File: src/rtl/load_align_unit_pkg.sv
// Shared load opcodes, access-size/extension decode and FSM state encodings
// for the MEM-stage load alignment unit.
package load_align_unit_pkg;

  localparam logic [5:0] OP_LB  = 6'h20;
  localparam logic [5:0] OP_LH  = 6'h21;
  localparam logic [5:0] OP_LW  = 6'h23;
  localparam logic [5:0] OP_LBU = 6'h24;
  localparam logic [5:0] OP_LHU = 6'h25;
  localparam logic [5:0] OP_LWU = 6'h27;
  localparam logic [5:0] OP_LD  = 6'h37;

  // Access size encoded as log2(bytes).
  typedef enum logic [1:0] {SZ_B, SZ_H, SZ_W, SZ_D} size_e;

  typedef enum logic [2:0] {
    ST_IDLE, ST_REQ0, ST_WAIT0, ST_REQ1, ST_WAIT1, ST_RESP
  } state_e;

  typedef struct packed {
    logic  legal;
    size_e size;
    logic  sext;
  } op_dec_t;

  // On a 32-bit bus lw fills the whole result, so it needs no sign fill,
  // and the doubleword-only opcodes are illegal.
  function automatic op_dec_t decode_op(input logic [5:0] op, input logic wide);
    op_dec_t d;
    d.legal = 1'b1;
    d.size  = SZ_B;
    d.sext  = 1'b0;
    case (op)
      OP_LB:   begin d.size = SZ_B; d.sext = 1'b1; end
      OP_LH:   begin d.size = SZ_H; d.sext = 1'b1; end
      OP_LW:   begin d.size = SZ_W; d.sext = wide; end
      OP_LBU:  d.size = SZ_B;
      OP_LHU:  d.size = SZ_H;
      OP_LWU:  begin d.size = SZ_W; d.legal = wide; end
      OP_LD:   begin d.size = SZ_D; d.sext = 1'b1; d.legal = wide; end
      default: d.legal = 1'b0;
    endcase
    return d;
  endfunction

endpackage

File: src/rtl/load_lane_extract.sv
// Combinational byte-lane extractor: picks the addressed bytes out of the
// {beat1,beat0} pair and zero/sign-extends them to the bus width.
module load_lane_extract
  import load_align_unit_pkg::*;
#(
  parameter int DATA_W = 32,
  parameter int OFS_W  = $clog2(DATA_W / 8)
) (
  input  logic [2*DATA_W-1:0] beats,
  input  logic [OFS_W-1:0]    offset,
  input  size_e               size,
  input  logic                sext,
  output logic [DATA_W-1:0]   result
);

  localparam int NB = DATA_W / 8;

  logic [DATA_W-1:0] shifted;
  logic [3:0]        nbytes;
  logic              fill;

  always_comb begin
    shifted = DATA_W'(beats >> {offset, 3'b000});
    nbytes  = 4'd1 << size;
    case (size)
      SZ_B:    fill = sext & shifted[7];
      SZ_H:    fill = sext & shifted[15];
      SZ_W:    fill = sext & shifted[31];
      default: fill = sext & shifted[DATA_W-1];
    endcase
  end

  for (genvar gi = 0; gi < NB; gi++) begin : g_lane
    localparam logic [3:0] LANE = 4'(gi);
    assign result[8*gi +: 8] = (LANE < nbytes) ? shifted[8*gi +: 8] : {8{fill}};
  end

endmodule

File: src/rtl/load_align_unit.sv
// MEM-stage load alignment unit: one or two bus reads, lane merge, extension.
// Define LOAD_MISALIGN_SPLIT_EN to service misaligned loads instead of raising AdEL.
module load_align_unit
  import load_align_unit_pkg::*;
#(
  parameter int DATA_W = 32,
  parameter int ADDR_W = 32
) (
  input  logic              clk,
  input  logic              rst_n,
  input  logic              req_valid,
  output logic              req_ready,
  input  logic [5:0]        req_op,
  input  logic [ADDR_W-1:0] req_addr,
  output logic              mem_req,
  input  logic              mem_gnt,
  output logic [ADDR_W-1:0] mem_addr,
  input  logic              mem_rvalid,
  input  logic [DATA_W-1:0] mem_rdata,
  output logic              rsp_valid,
  input  logic              rsp_ready,
  output logic [DATA_W-1:0] rsp_data,
  output logic              rsp_err
);

  localparam int NB    = DATA_W / 8;
  localparam int OFS_W = $clog2(NB);

  state_e            state_reg, state_next;
  logic [ADDR_W-1:0] addr_reg;
  size_e             size_reg;
  logic              sext_reg;
  logic [DATA_W-1:0] rsp_data_reg;
  logic              rsp_err_reg;

  op_dec_t             dec;
  logic [3:0]          size_bytes;
  logic                req_err;
  logic [ADDR_W-1:0]   line_addr;
  logic [2*DATA_W-1:0] beats;
  logic [DATA_W-1:0]   extracted;

  assign dec        = decode_op(req_op, DATA_W == 64);
  assign size_bytes = 4'd1 << dec.size;
  assign line_addr  = {addr_reg[ADDR_W-1:OFS_W], {OFS_W{1'b0}}};

`ifdef LOAD_MISALIGN_SPLIT_EN
  logic [DATA_W-1:0] beat0_reg;
  logic              cross_reg;
  logic              req_cross;

  assign req_err   = !dec.legal;
  assign req_cross = (5'(req_addr[OFS_W-1:0]) + 5'(size_bytes)) > 5'(NB);
  // In WAIT0 beat0 is still on the bus; in WAIT1 the bus carries beat1.
  assign beats     = {mem_rdata, (state_reg == ST_WAIT0) ? mem_rdata : beat0_reg};
`else
  assign req_err   = !dec.legal ||
                     (({1'b0, req_addr[2:0]} & (size_bytes - 4'd1)) != 4'd0);
  assign beats     = {{DATA_W{1'b0}}, mem_rdata};
`endif

  load_lane_extract #(
    .DATA_W (DATA_W),
    .OFS_W  (OFS_W)
  ) u_extract (
    .beats  (beats),
    .offset (addr_reg[OFS_W-1:0]),
    .size   (size_reg),
    .sext   (sext_reg),
    .result (extracted)
  );

  always_ff @(posedge clk) begin
    if (!rst_n) state_reg <= ST_IDLE;
    else        state_reg <= state_next;
  end

  always_comb begin
    state_next = state_reg;
    case (state_reg)
      ST_IDLE:  if (req_valid) state_next = req_err ? ST_RESP : ST_REQ0;
      ST_REQ0:  if (mem_gnt) state_next = ST_WAIT0;
`ifdef LOAD_MISALIGN_SPLIT_EN
      ST_WAIT0: if (mem_rvalid) state_next = cross_reg ? ST_REQ1 : ST_RESP;
      ST_REQ1:  if (mem_gnt) state_next = ST_WAIT1;
      ST_WAIT1: if (mem_rvalid) state_next = ST_RESP;
`else
      ST_WAIT0: if (mem_rvalid) state_next = ST_RESP;
`endif
      ST_RESP:  if (rsp_ready) state_next = ST_IDLE;
      default:  state_next = ST_IDLE;
    endcase
  end

  always_comb begin
    mem_req  = 1'b0;
    mem_addr = '0;
    if (state_reg == ST_REQ0) begin
      mem_req  = 1'b1;
      mem_addr = line_addr;
    end
`ifdef LOAD_MISALIGN_SPLIT_EN
    if (state_reg == ST_REQ1) begin
      mem_req  = 1'b1;
      mem_addr = line_addr + ADDR_W'(NB);
    end
`endif
  end

  always_ff @(posedge clk) begin
    if (!rst_n) begin
      addr_reg     <= '0;
      size_reg     <= SZ_B;
      sext_reg     <= 1'b0;
      rsp_data_reg <= '0;
      rsp_err_reg  <= 1'b0;
`ifdef LOAD_MISALIGN_SPLIT_EN
      beat0_reg    <= '0;
      cross_reg    <= 1'b0;
`endif
    end else begin
      case (state_reg)
        ST_IDLE: if (req_valid) begin
          addr_reg     <= req_addr;
          size_reg     <= dec.size;
          sext_reg     <= dec.sext;
          rsp_data_reg <= '0;
          rsp_err_reg  <= req_err;
`ifdef LOAD_MISALIGN_SPLIT_EN
          cross_reg    <= req_cross;
`endif
        end
        ST_WAIT0: if (mem_rvalid) begin
`ifdef LOAD_MISALIGN_SPLIT_EN
          beat0_reg <= mem_rdata;
          if (!cross_reg) rsp_data_reg <= extracted;
`else
          rsp_data_reg <= extracted;
`endif
        end
`ifdef LOAD_MISALIGN_SPLIT_EN
        ST_WAIT1: if (mem_rvalid) rsp_data_reg <= extracted;
`endif
        default: ;
      endcase
    end
  end

  assign req_ready = (state_reg == ST_IDLE);
  assign rsp_valid = (state_reg == ST_RESP);
  assign rsp_data  = rsp_data_reg;
  assign rsp_err   = rsp_err_reg;

endmodule

File: config.mk
export PLATFORM = sky130hd
export DESIGN_NAME = load_align_unit
export DESIGN_NICKNAME = d
export VERILOG_FILES = /design/src/rtl/load_align_unit_pkg.sv /design/src/rtl/load_lane_extract.sv /design/src/rtl/load_align_unit.sv
export SDC_FILE = /design/constraint.sdc
export NUM_CORES = 1
export LEC_CHECK = 0
export ABC_CLOCK_PERIOD_IN_PS = 1800
export BUFFER_PORTS_ARGS = -buffer_cell sky130_fd_sc_hd__buf_2
export CORE_MARGIN = 10
export CORE_UTILIZATION = 43
export DETAILED_ROUTE_END_ITERATION = 8
export PLACE_DENSITY = 0.86
export SLEW_MARGIN = 20
export SYNTH_ARGS = -nofsm -noshare
export SYNTH_HDL_FRONTEND = slang
export SYNTH_SLANG_ARGS = --single-unit
export TNS_END_PERCENT = 20
File: constraint.sdc
create_clock -name clk -period 1.8 [get_ports clk]
set_input_delay 0.36 -clock clk [delete_from_list [all_inputs] [get_ports clk]]
set_output_delay 0.36 -clock clk [all_outputs]
set_load 0.01 [all_outputs]
Word level (Yosys, flattened, before mapping). Index checks and enable logic that the tools add are counted.

Order comparisons: 4. Reductions and logical operators: 13. Muxes and demuxes: 19. Add/sub/neg operators: 1. Equality and inequality tests: 15. Shift-type cells: 3. Bitwise operators: 4.

Operator list (number): $mux W32 (3); $pmux W32 S2 (1); $eq A6 B6 Y1 const B (7); $mux W8 (4); $shr A32 B5 Y32 (1); $mux W3 (5); $pmux W3 S4 (1); $lt A1 B4 Y1 const A (2); $lt A2 B4 Y1 const A (2); $shl A1 B2 Y4 const A (2); $ne A2 B2 Y1 const B (3); $pmux W2 S3 (1); $reduce_or A5 Y1 (1); $and A3 B4 Y4 (1); $reduce_and A4 Y1 (1); $reduce_bool A4 Y1 (1); $reduce_or A2 Y1 (2); $sub A4 B1 Y4 const B (1); $and A1 B1 Y1 (3); $eq A3 B1 Y1 const B (1); $eq A3 B2 Y1 const B (1); $eq A3 B3 Y1 const B (1); $logic_not A3 Y1 (1); $mux W1 (3); 10 further kinds (10).

Output and inout port bits: 68. Register bits after elaboration: 71. Input bits: 76. Logic and storage cells: 65.

Depth between registers and ports, before layout.
Depth after elaboration: 11. Depth in mapped cells: 7. Mapped depth without buffers: 4.

Hierarchy. A second synthesis with hierarchy kept.

Cell total of the unflattened synthesis: 476. Area total of the unflattened synthesis: 4088.9 um^2.

Modules (own cells, without submodules): load_align_unit (area each 2989.1 um^2, sequential area each 1421.4 um^2, cells each 376, times used 1); load_lane_extract (area each 1099.8 um^2, sequential area each 0.0 um^2, cells each 100, times used 1).

Least setup slack after synthesis. Ideal clock, no wire load.

Kind: flip-flop to flip-flop. From: reg addr_reg[1]. To: reg rsp_data_reg[29], in the netlist rsp_data[29]. Path buffers: 2. Data arrival time: 1.695 ns. Path slack: 0.048 ns. Data required time: 1.743 ns. Stages on the path, launching flop included: 7. Clock period less this slack: 1.752 ns. Setup time: 0.057 ns. Cells stage by stage: dfxtp_1 -> buf_6 -> mux2i_1 -> a311o_1 -> a2111oi_4 -> buf_6 -> a221o_2.

Word-level cells in the longest chain between the ends: 6. Elaborated cells between the ends (all ways): 8. Classes of those cells: 1 x shift; 4 x mux; 3 x bitwise.

Ends and longest elaborated chain: start: declaration (RTL line load_align_unit.sv:30) `logic [ADDR_W-1:0] addr_reg;`; start signal: assignment (RTL line load_align_unit.sv:124) `addr_reg <= req_addr;`; $shr A32 B5 Y32 (*) (RTL line load_lane_extract.sv:23) `shifted = DATA_W'(beats >> {offset, 3'b000});`; $and A1 B1 Y1 (on tied branches); $pmux W1 S2 (RTL line load_lane_extract.sv:25) `case (size)`; $mux W8 (*) (RTL line load_lane_extract.sv:35) `assign result[8*gi +: 8] = (LANE < nbytes) ? shifted[8*gi +: 8] : {8{fill}};`; $mux W32 (*) (RTL line load_align_unit.sv:133) `ST_WAIT0: if (mem_rvalid) begin`; $pmux W32 S2 (*) (RTL line load_align_unit.sv:122) `case (state_reg)`; end signal: assignment (RTL line load_align_unit.sv:138) `rsp_data_reg <= extracted;`; end: declaration (RTL line load_align_unit.sv:33) `logic [DATA_W-1:0] rsp_data_reg;`.

Every way passes the cells marked *; elsewhere a longest branch is shown, timed or not. The select of a mux whose other input is x is not followed. A chain may end at the register's enable or synchronous reset.

Worst setup path after layout.
From: reg state_reg[1]. To: out mem_addr[27].

Word-level cells in the longest chain between the ends: 2.

Ends and longest elaborated chain: start: declaration (RTL line load_align_unit.sv:29) `state_e state_reg, state_next;`; start signal: assignment (RTL line load_align_unit.sv:75) `else state_reg <= state_next;`; $eq A3 B1 Y1 (RTL line load_align_unit.sv:98) `if (state_reg == ST_REQ0) begin`; $mux W32 (RTL line load_align_unit.sv:98); end: declaration (RTL line load_align_unit.sv:17) `output logic [ADDR_W-1:0] mem_addr,`.

Every way passes these cells.

==> results.py <==
metrics = {
    "status": {
        "status": "complete, but fails checks",
        "violations": "negative setup slack",
    },
    "synthesis": {
        "synth_commonest_cells": "nand2_1, dfxtp_1, a21boi_0",
        "synth.top_cell.area_share": 0.420,
        "synth_edf_count": 0,
        "seq_area_frac_synth": 0.420,
        "yosys_warnings": 0,
        "ys_ff_latch": 71,
        "syn_avg_cell_area_sq_um": 9.27,
        "netlist_area_sq_um": 3380,
        "synth_flop_cell": "dfxtp_1",
        "ys_types": 39,
        "yosys.area.top_type": "dfxtp_1",
        "syn_inst": 365,
        "ys_async_sr_fraction": 0,
        "synth.most_common_cell": "nand2_1",
        "yosys-top-cells-area": "dfxtp_1, a21boi_0, nand2_1",
    },
    "clocking": {
        "path_clk_slew_ps": 90,
        "clockRootBuffer": "clkbuf_8",
        "clockBufferDepth": 2,
        "cts_sinks": 71,
        "insertion_delay_ps": 340,
        "cts_tree": "built",
        "postCtsHoldBufs": 0,
        "cts-buffers-inserted": 9,
        "ctsHtreeMaxLevel": 3,
    },
    "routing": {
        "wl_um": 10600,
        "firstDrtPassIters": 4,
        "avgViaCountPerCell": 5.19,
        "wire_per_inst_um": 17.1,
        "drtAntennaViolNets": 0,
        "vias": 3210,
        "drcViolationCount": 0,
        "first_iter_violations": 111,
    },
    "critical_path": {
        "cp.arrival_ps": 1530,
        "crit_top_cell": "nor2b_4",
        "critPathBufInv": 3,
        "worstPathRequired_ps": 1440,
        "path_max_fanout": 31,
        "end_kind": "primary output",
        "critical_path_class": "reg -> out",
        "worst_path_largest_cell_delay_ps": 340,
        "start_kind": "register",
        "crit_family": "simple AND/OR/NAND/NOR gates",
        "crit_slowest_cell": "dfxtp_2",
        "crit_chain": "buf_6 > nor2b_4 > nor2b_4 > buf_12 > and2_1 > buf_2",
    },
    "power": {
        "p_leak_nw": 2.06,
        "p_seq_frac": 0.450,
        "comb_power_share": 0.161,
        "clkPwrFrac": 0.389,
        "internal-power_mw": 2.74,
        "p_sw_uw": 968,
        "p_per_area_nw_per_um2": 810,
        "total_power_mw": 3.71,
        "vdd_drop_max_mv": 0.399,
        "switching_share": 0.261,
    },
    "floorplanning": {
        "top_level_ports": 144,
        "initial_core_util": 0.440,
        "rows": 32,
        "die_h_um": 109,
        "coreArea_sq_um": 7690,
        "die_w_um": 109,
        "dieArea_sq_um": 11800,
    },
    "finish": {
        "antenna_cells": 0,
        "fillers": 721,
        "layout.nets": 588,
        "syn_to_final_growth_pct": 35.3,
        "drive_gt1_frac": 0.422,
    },
    "job": {
        "cap_violations": 0,
    },
    "placement": {
        "gp_congestion": 0.901,
        "port-buffer-count": 141,
        "dpl.hpwl_um": 8130,
    },
    "worst_hold_path": {
        "min_path_type": "in -> reg",
    },
    "global_routing": {
        "grt_usage": 0.174,
        "first_global_vias": 3254,
        "grt-ovfl-total": 0,
        "grt_max_degree": 38,
        "grt_pass1_wl_um": 16400,
        "antenna_found_initial": 0,
    },
    "sta": {
        "finalCritPeriodShare": 1.05,
        "setup_viol": 30,
        "clock.fmax_ghz": 0.528,
        "tns_ps": -1990,
        "finalWorstSetupSlack_ps": -92.2,
        "fin_crit_ps": 1890,
        "hold_viol": 0,
        "fin_worst_skew_ps": 11.8,
        "report.final.slew_viol_count": 0,
        "rsz0062_at_grt": "true",
    },
}
-- routing by layer --
layer	vias to the layer above	GRT usage	share of wire	wire length, um
met5	-	0	0	0
met4	0	0.0857	0.032	341
met3	25	0.0289	0.041	436
met2	95	0.309	0.53	5590
met1	1515	0.198	0.40	4190
li1	1575	-	-	-
-- worst paths after layout --
kind / start / end / slack [ps] / cells after the start
max: state_reg[1]$_SDFFE_PN0P_ / mem_addr[27] / -90 / 6
max reg2reg: state_reg[1]$_SDFFE_PN0P_ / rsp_data[20]$_SDFFE_PN0P_ / 70 / 6
min: req_addr[13] / addr_reg[13]$_SDFFE_PN0P_ / 260 / 3
min reg2reg: addr_reg[5]$_SDFFE_PN0P_ / addr_reg[5]$_SDFFE_PN0P_ / 460 / 2
-- cell usage in the layout, fill, tap and decap left out, types with 3 or more instances in the layout --
cell type  synthesis  routed
buf_2              8     141
nand2_1           72      72
dfxtp_1           71      69
a21boi_0          38      38
and2_1            33      33
buf_4              2      20
nor2b_1           13      10
o21ai_0           10      10
mux2i_1           10      10
a221o_2           10      10
clkbuf_8           0      10
mux2_2             9       9
a21oi_1            9       9
a22o_1             8       8
mux4_2             7       7
a22oi_1            7       7
a221o_1            6       6
inv_1              5       5
nand4_1            3       3
buf_12             0       3
-- stage by stage --
step | util | instance area (sq um) | hold slack, ps | setup slack (ps) | instances
2_1_floorplan | - | 3390 | 439 | 47.6 | 366
3_5_place_dp | 0.558 | 4290 | 452 | -254 | 601
3_3_place_gp | 0.558 | 4290 | 444 | -186 | 601
5_1_grt | 0.595 | 4570 | 249 | -168 | 619
6_report | 0.595 | 4570 | 257 | -92.2 | 619
4_1_cts | 0.595 | 4570 | 250 | -99.2 | 619
-- tightest hold or removal path: cells and delay by family --
family          cells  cell delay [ps]
buf+inv             1               90
simple gates        1               40
compound gates      1               60
-- timing repair --
item / 4_1_cts / 5_1_grt
setup endpoints to repair: 55 / 42
buffers inserted: 2 / 0
gates cloned: 0 / 0
resized for setup: 11 / 1
pin swaps: 6 / 0
-- layout make-up --
type	count	area [sq um]	share of cell area
clock buffers	10	138	0.0301
inverters	5	18.8	0.00410
clock inverters	6	90.1	0.0197
flip-flops and latches	71	1420	0.311
multi-input cells	259	1840	0.402
repair buffers	166	938	0.205
well taps	102	128	0.0279
-- power by group through the flow --
stage          Sequential, mW  Combinational, mW  Clock [mW]
3_5_place_dp             1.70              0.584           0
5_1_grt                  1.68              0.658        1.55
2_1_floorplan            1.70              0.332           0
6_report                 1.67              0.598        1.44
3_3_place_gp             1.70              0.563           0
4_1_cts                  1.67              0.599        1.47
-- cell families after synthesis --
| family | Yosys count | synth area share |
|---|---|---|
| AND/OR/NAND/NOR | 134 | 0.195 |
| AO/OA/AOI/OAI | 97 | 0.228 |
| flip-flops | 71 | 0.420 |
| buffers and inverters | 36 | 0.0496 |
| multiplexers | 26 | 0.106 |
| other | 1 | 0.00111 |
Note: power is estimated with default switching activity, not from simulation.
